`src/rtl/cpu_ctrl_pkg.sv`:
```
// rtl/cpu_ctrl_pkg.sv - shared state, opcode, op, nsel and vsel constants plus the control word type
// Imported by control_fsm, ctrl_outdec and by decoder/datapath users.
package cpu_ctrl_pkg;

  typedef enum logic [4:0] {
    S_RST    = 5'd0,
    S_IF1    = 5'd1,
    S_IF2    = 5'd2,
    S_UPDPC  = 5'd3,
    S_DECODE = 5'd4,
    S_WRIMM  = 5'd5,
    S_GETA   = 5'd6,
    S_GETB   = 5'd7,
    S_ALUC   = 5'd8,
    S_CMPS   = 5'd9,
    S_WRRD   = 5'd10,
    S_ADDR   = 5'd11,
    S_LDADDR = 5'd12,
    S_MRD1   = 5'd13,
    S_MRD2   = 5'd14,
    S_GETBD  = 5'd15,
    S_PASSB  = 5'd16,
    S_MWR    = 5'd17,
    S_HALT   = 5'd18
  } state_t;

  localparam logic [2:0] OPC_MOV = 3'b110;
  localparam logic [2:0] OPC_ALU = 3'b101;
  localparam logic [2:0] OPC_STR = 3'b100;
  localparam logic [2:0] OPC_LDR = 3'b011;
  localparam logic [2:0] OPC_HLT = 3'b111;

  localparam logic [1:0] OP_ADD    = 2'b00;
  localparam logic [1:0] OP_CMP    = 2'b01;
  localparam logic [1:0] OP_AND    = 2'b10;
  localparam logic [1:0] OP_MVN    = 2'b11;
  localparam logic [1:0] OP_MOVIMM = 2'b10;
  localparam logic [1:0] OP_MOVREG = 2'b00;
  localparam logic [1:0] OP_MEM    = 2'b00;

  localparam logic [1:0] NSEL_RN = 2'b00;
  localparam logic [1:0] NSEL_RD = 2'b01;
  localparam logic [1:0] NSEL_RM = 2'b10;

  localparam logic [1:0] VSEL_MDATA     = 2'b00;
  localparam logic [1:0] VSEL_SXIMM8    = 2'b01;
  localparam logic [1:0] VSEL_ZEROANDPC = 2'b10;
  localparam logic [1:0] VSEL_C         = 2'b11;

  typedef struct packed {
    logic [1:0] nsel;
    logic [1:0] vsel;
    logic       loada;
    logic       loadb;
    logic       asel;
    logic       bsel;
    logic       loadc;
    logic       loads;
    logic       write;
    logic       loadpc;
    logic       msel;
    logic       mwrite;
    logic       loadir;
    logic       loadaddr;
    logic       halted;
  } ctrl_word_t;

endpackage

```
`src/rtl/ctrl_outdec.sv`:
```
// rtl/ctrl_outdec.sv - combinational decode of the state register into the control word
// Ports: state (current state), opcode (instruction register opcode field, used only in ALUC),
//        cw (control word; every field 0 unless the state asserts it).
module ctrl_outdec
  import cpu_ctrl_pkg::*;
(
  input  state_t     state,
  input  logic [2:0] opcode,
  output ctrl_word_t cw
);

  always_comb begin
    cw = '0;
    case (state)
      S_IF1:    cw.msel = 1'b0;
      S_IF2:    begin cw.msel = 1'b0; cw.loadir = 1'b1; end
      S_UPDPC:  cw.loadpc = 1'b1;
      S_WRIMM:  begin cw.nsel = NSEL_RN; cw.vsel = VSEL_SXIMM8; cw.write = 1'b1; end
      S_GETA:   begin cw.nsel = NSEL_RN; cw.loada = 1'b1; end
      S_GETB:   begin cw.nsel = NSEL_RM; cw.loadb = 1'b1; end
      // MOV reg passes B through with A forced to zero, so only it sets asel here
      S_ALUC:   begin cw.loadc = 1'b1; cw.asel = (opcode == OPC_MOV); end
      S_CMPS:   cw.loads = 1'b1;
      S_WRRD:   begin cw.nsel = NSEL_RD; cw.vsel = VSEL_C; cw.write = 1'b1; end
      S_ADDR:   begin cw.bsel = 1'b1; cw.loadc = 1'b1; end
      S_LDADDR: cw.loadaddr = 1'b1;
      S_MRD1:   cw.msel = 1'b1;
      S_MRD2:   begin cw.msel = 1'b1; cw.nsel = NSEL_RD; cw.vsel = VSEL_MDATA; cw.write = 1'b1; end
      S_GETBD:  begin cw.nsel = NSEL_RD; cw.loadb = 1'b1; end
      S_PASSB:  begin cw.asel = 1'b1; cw.loadc = 1'b1; end
      S_MWR:    begin cw.msel = 1'b1; cw.mwrite = 1'b1; end
      S_HALT:   cw.halted = 1'b1;
      default:  cw = '0;
    endcase
  end

endmodule

```
`src/rtl/control_fsm.sv`:
```
// rtl/control_fsm.sv - Moore controller for fetch/decode/execute of MOV, ALU, LDR, STR, HLT
// Ports: clk, reset (async, active-high), opcode/op (instruction fields),
//        nsel/vsel and 1-bit datapath/memory strobes, halted, state (debug).
module control_fsm
  import cpu_ctrl_pkg::*;
(
  input  logic       clk,
  input  logic       reset,
  input  logic [2:0] opcode,
  input  logic [1:0] op,
  output logic [1:0] nsel,
  output logic [1:0] vsel,
  output logic       loada,
  output logic       loadb,
  output logic       asel,
  output logic       bsel,
  output logic       loadc,
  output logic       loads,
  output logic       write,
  output logic       loadpc,
  output logic       msel,
  output logic       mwrite,
  output logic       loadir,
  output logic       loadaddr,
  output logic       halted,
  output logic [4:0] state
);

  state_t     st;
  ctrl_word_t cw;

  always_ff @(posedge clk or posedge reset) begin
    if (reset) begin
      st <= S_RST;
    end else begin
      case (st)
        S_RST:    st <= S_IF1;
        S_IF1:    st <= S_IF2;
        S_IF2:    st <= S_UPDPC;
        S_UPDPC:  st <= S_DECODE;
        S_DECODE: begin
          // Unsupported combinations fall back to fetch without touching the datapath
          if (opcode == OPC_MOV && op == OP_MOVIMM)      st <= S_WRIMM;
          else if (opcode == OPC_MOV && op == OP_MOVREG) st <= S_GETB;
          else if (opcode == OPC_ALU)                    st <= S_GETA;
          else if (opcode == OPC_LDR && op == OP_MEM)    st <= S_GETA;
          else if (opcode == OPC_STR && op == OP_MEM)    st <= S_GETA;
          else if (opcode == OPC_HLT)                    st <= S_HALT;
          else                                           st <= S_IF1;
        end
        S_WRIMM:  st <= S_IF1;
        S_GETA:   st <= (opcode == OPC_ALU) ? S_GETB : S_ADDR;
        S_GETB:   st <= (opcode == OPC_ALU && op == OP_CMP) ? S_CMPS : S_ALUC;
        S_ALUC:   st <= S_WRRD;
        S_CMPS:   st <= S_IF1;
        S_WRRD:   st <= S_IF1;
        S_ADDR:   st <= S_LDADDR;
        S_LDADDR: st <= (opcode == OPC_LDR) ? S_MRD1 : S_GETBD;
        S_MRD1:   st <= S_MRD2;
        S_MRD2:   st <= S_IF1;
        S_GETBD:  st <= S_PASSB;
        S_PASSB:  st <= S_MWR;
        S_MWR:    st <= S_IF1;
        S_HALT:   st <= S_HALT;
        default:  st <= S_RST;
      endcase
    end
  end

  ctrl_outdec u_outdec (
    .state  (st),
    .opcode (opcode),
    .cw     (cw)
  );

  assign state    = st;
  assign nsel     = cw.nsel;
  assign vsel     = cw.vsel;
  assign loada    = cw.loada;
  assign loadb    = cw.loadb;
  assign asel     = cw.asel;
  assign bsel     = cw.bsel;
  assign loadc    = cw.loadc;
  assign loads    = cw.loads;
  assign write    = cw.write;
  assign loadpc   = cw.loadpc;
  assign msel     = cw.msel;
  assign mwrite   = cw.mwrite;
  assign loadir   = cw.loadir;
  assign loadaddr = cw.loadaddr;
  assign halted   = cw.halted;

endmodule

```
`config.mk`:
```
export PLATFORM = sky130hd
export DESIGN_NAME = control_fsm
export DESIGN_NICKNAME = d
export VERILOG_FILES = /design/src/rtl/cpu_ctrl_pkg.sv /design/src/rtl/ctrl_outdec.sv /design/src/rtl/control_fsm.sv
export SDC_FILE = /design/constraint.sdc
export NUM_CORES = 1
export LEC_CHECK = 0
export CAP_MARGIN = 20
export CORE_MARGIN = 2
export CORE_UTILIZATION = 38
export DETAILED_ROUTE_END_ITERATION = 10
export GPL_ROUTABILITY_DRIVEN = 1
export GPL_TIMING_DRIVEN = 0
export PLACE_DENSITY = 0.75
export SLEW_MARGIN = 20
export SYNTH_ARGS = -nofsm -noshare
export SYNTH_HDL_FRONTEND = slang
export SYNTH_HIERARCHICAL = 1
export SYNTH_SLANG_ARGS = --single-unit
export TNS_END_PERCENT = 1
```
`constraint.sdc`:
```
create_clock -name clk -period 1.6 [get_ports clk]
set_clock_uncertainty 0.15 [all_clocks]
set_input_delay 0.32 -clock clk [delete_from_list [all_inputs] [get_ports clk]]
set_output_delay 0.32 -clock clk [all_outputs]
set_load 0.05 [all_outputs]
```
==> impl_metrics.yaml <==
status:
  status: "finished with violations"
  violations: "negative setup slack"
timing:
  hold_viol_final: 0
  grt_setup_unrepaired: "true"
  fin_crit_sh_pct: 129.7
  slew_headroom_pct: 67.91
  drv_slew: 0
  min_period_ns: 2.075
  fmax_mhz: 482.0
  setup_viol: 22
  setup_ws_ns: -0.4747
  tightest_slew_ns: 0.4832
drt:
  via_count: 1088
  dr.first_iter.drc_count: 32
  dr.max_layer_used: "met4"
  drt-vias-per-instance: 6.112
  first_pass_iters: 5
  wire_per_inst_um: 17.59
  wl_met3_um: 203
  drc_errors: 0
  ant_nets: 0
  wl_met1_um: 1256
  routed-wl-met2_um: 1599
  wl_um: 3131
clock_network:
  root_buffer: "clkbuf_4"
  numCtsBuffers: 3
  cts_tree: "built"
  clock_latency_ns: 0.23
  cts_hold_buffers: 0
  htreeDepth: 1
  clk_pin_slew_ns: 0.04
  cts.sinks: 5
  cts_buffer_depth: 2
logic_synthesis:
  synthesis.area_um2: 732.0
  synth_area_leaders: "dfrtp_1 (17%), nand2b_1 (7.7%), a21oi_1 (6.2%)"
  synth_fp_nets: 110
  synth_area_per_cell_um2: 7.106
  synth_seq_area_share_pct: 17.09
  ys_types: 38
  yosysWarningCount: 6
  synth_top_area_share_pct: 17.09
  synth-edff-count: 0
  synth_seq_cells: 5
  ys.flop_type: "dfrtp_1"
  async_flop_share_pct: 100.0
  syn_inst: 103
  synth_top_cell_by_area: "dfrtp_1"
critical_path:
  required_ns: 1.13
  endpoint_kind: "primary output"
  start_kind: "flop"
  worstPathArrival_ns: 1.60
  critPathMaxFanout: 4
  criticalPathCategory: "reg -> out"
hold_path:
  hold_path_class: "in -> async"
cells_and_area:
  final_common_cell: "buf_4"
  layout.nets: 161
  largest_reg_flops: 5
  stdcell_area_um2: 1505
  fin_cells: 178
  diodes: 0
  drive_gt1_share_pct: 57.52
  fill_cells: 109
  area_growth_pct: 105.6
  final_cell_mix: "buf_4 (18), buf_6 (17), nor2_1 (9)"
grt:
  overflow: 0
  grt_pass1_wl_um: 4498
  antenna_found_initial: 0
  grt_max_degree: 11
  track_usage_pct: 27.97
  grt_pass1_vias: 933
run:
  cap_viol_max_count: 0
floorplan:
  die_x_um: 47.89
  die_h_um: 47.89
  core_area_um2: 1764
  dieArea_um2: 2293
  io_pins: 29
  rows: 15
  start_util_pct: 41.49
place:
  dp_cells: 156
  hpwl_um: 1672
  gp_congestion: 0.9309
  placed_area_um2: 1221
  port_buffers: 28
pwr:
  power_frac_seq_pct: 9.6
  power_frac_comb_pct: 85.9
  clkPwrFrac_pct: 4.6
  leakage_nw: 0.5991
  sw_frac_of_total_pct: 56.92
  power_switching_mw: 1.731
  p_total_mw: 3.041
  peakVddDrop_mv: 1.259
  p_per_area_nw_per_um2: 2020
  p_int_mw: 1.310
-- cells in the mapped netlist, types with 2 or more instances --
cell type  number
a21oi_1         9
dfrtp_1         5
buf_2           5
nor4_1          3
nor3b_1         3
o22ai_1         2
nand3_1         4
inv_1           4
nor3_1          6
nand2b_4        2
o31ai_1         2
nor2b_1         3
nor2_1         12
nand2b_1        9
nand2_1         7
or3b_1          2
o21ai_0         4
-- layer usage --
| metal | GRT usage, % | vias up |
|---|---|---|
| met5 | 0 | - |
| met4 | 8.108 | 0 |
| met3 | 5.660 | 14 |
| met2 | 48.53 | 71 |
| met1 | 34.68 | 521 |
| li1 | - | 482 |
-- what timing repair did --
action                     4_1_cts  5_1_grt
pin swaps                        4        4
setup buffers                   15        3
resized for setup              148       15
setup endpoints to repair       25       24
hold endpoints to repair         0        0
-- area by class of cell --
cell class	instances	area, um^2	area share, %
Tap cell	25	31.28	2.078
Multi-Input combinational cell	87	792.0	52.62
Inverter	4	15.01	0.9975
Timing Repair Buffer	46	434.2	28.84
Buffer	7	75.07	4.988
Sequential cell	5	131.4	8.728
Clock buffer	4	26.28	1.746
-- worst paths after layout --
| path | slack (ns) | cells after the start | end | from |
|---|---|---|---|---|
| max in group asynchronous | 0.99 | 2 | state[0]$_DFF_PP0_ | reset |
| min | 0.13 | 2 | state[3]$_DFF_PP0_ | reset |
| min in group clk | 0.55 | 2 | state[2]$_DFF_PP0_ | state[4]$_DFF_PP0_ |
| max reg2reg | -0.27 | 7 | state[1]$_DFF_PP0_ | state[0]$_DFF_PP0_ |
| min reg2reg | 0.55 | 2 | state[2]$_DFF_PP0_ | state[4]$_DFF_PP0_ |
| max | -0.47 | 4 | asel | state[4]$_DFF_PP0_ |
-- kinds of logic (layout without fill, tap and decap cells) --
kind of cell    after synthesis  after routing  share of synthesized area, %
buf+inv                      11             61                         7.520
flops                         5              5                         17.09
simple gates                 57             57                         47.18
compound gates               30             30                         28.21
-- worst max-delay path, stage by stage (launching register included) --
cell and delay (ns):
dfrtp_2 0.43, and2b_4 0.31, nand4b_4 0.12, a2111oi_4 0.31
buf_6 0.20
-- stage by stage --
step           TNS (ns)  worst slack (ns)  hold slack (ns)  util [%]
5_1_grt          -7.333           -0.5342           0.1601     85.32
3_5_place_dp     -16.71            -1.119           0.3814     69.22
4_1_cts          -5.411           -0.4882           0.1247     81.13
2_1_floorplan    -8.003           -0.5844         -0.05143         -
6_report         -6.106           -0.4747           0.1318     85.32
3_3_place_gp     -16.16            -1.111           0.3718     69.22
-- power groups by stage --
stage               sequential [mW]  combinational, mW  clock (mW)
floorplan                     0.479               1.30           0
global placement              0.343               1.88           0
detailed placement            0.340               1.91           0
CTS                           0.292               2.28       0.148
global route                  0.301               2.72       0.156
finish                        0.291               2.61       0.139
Power figures use the tool's default switching activity.
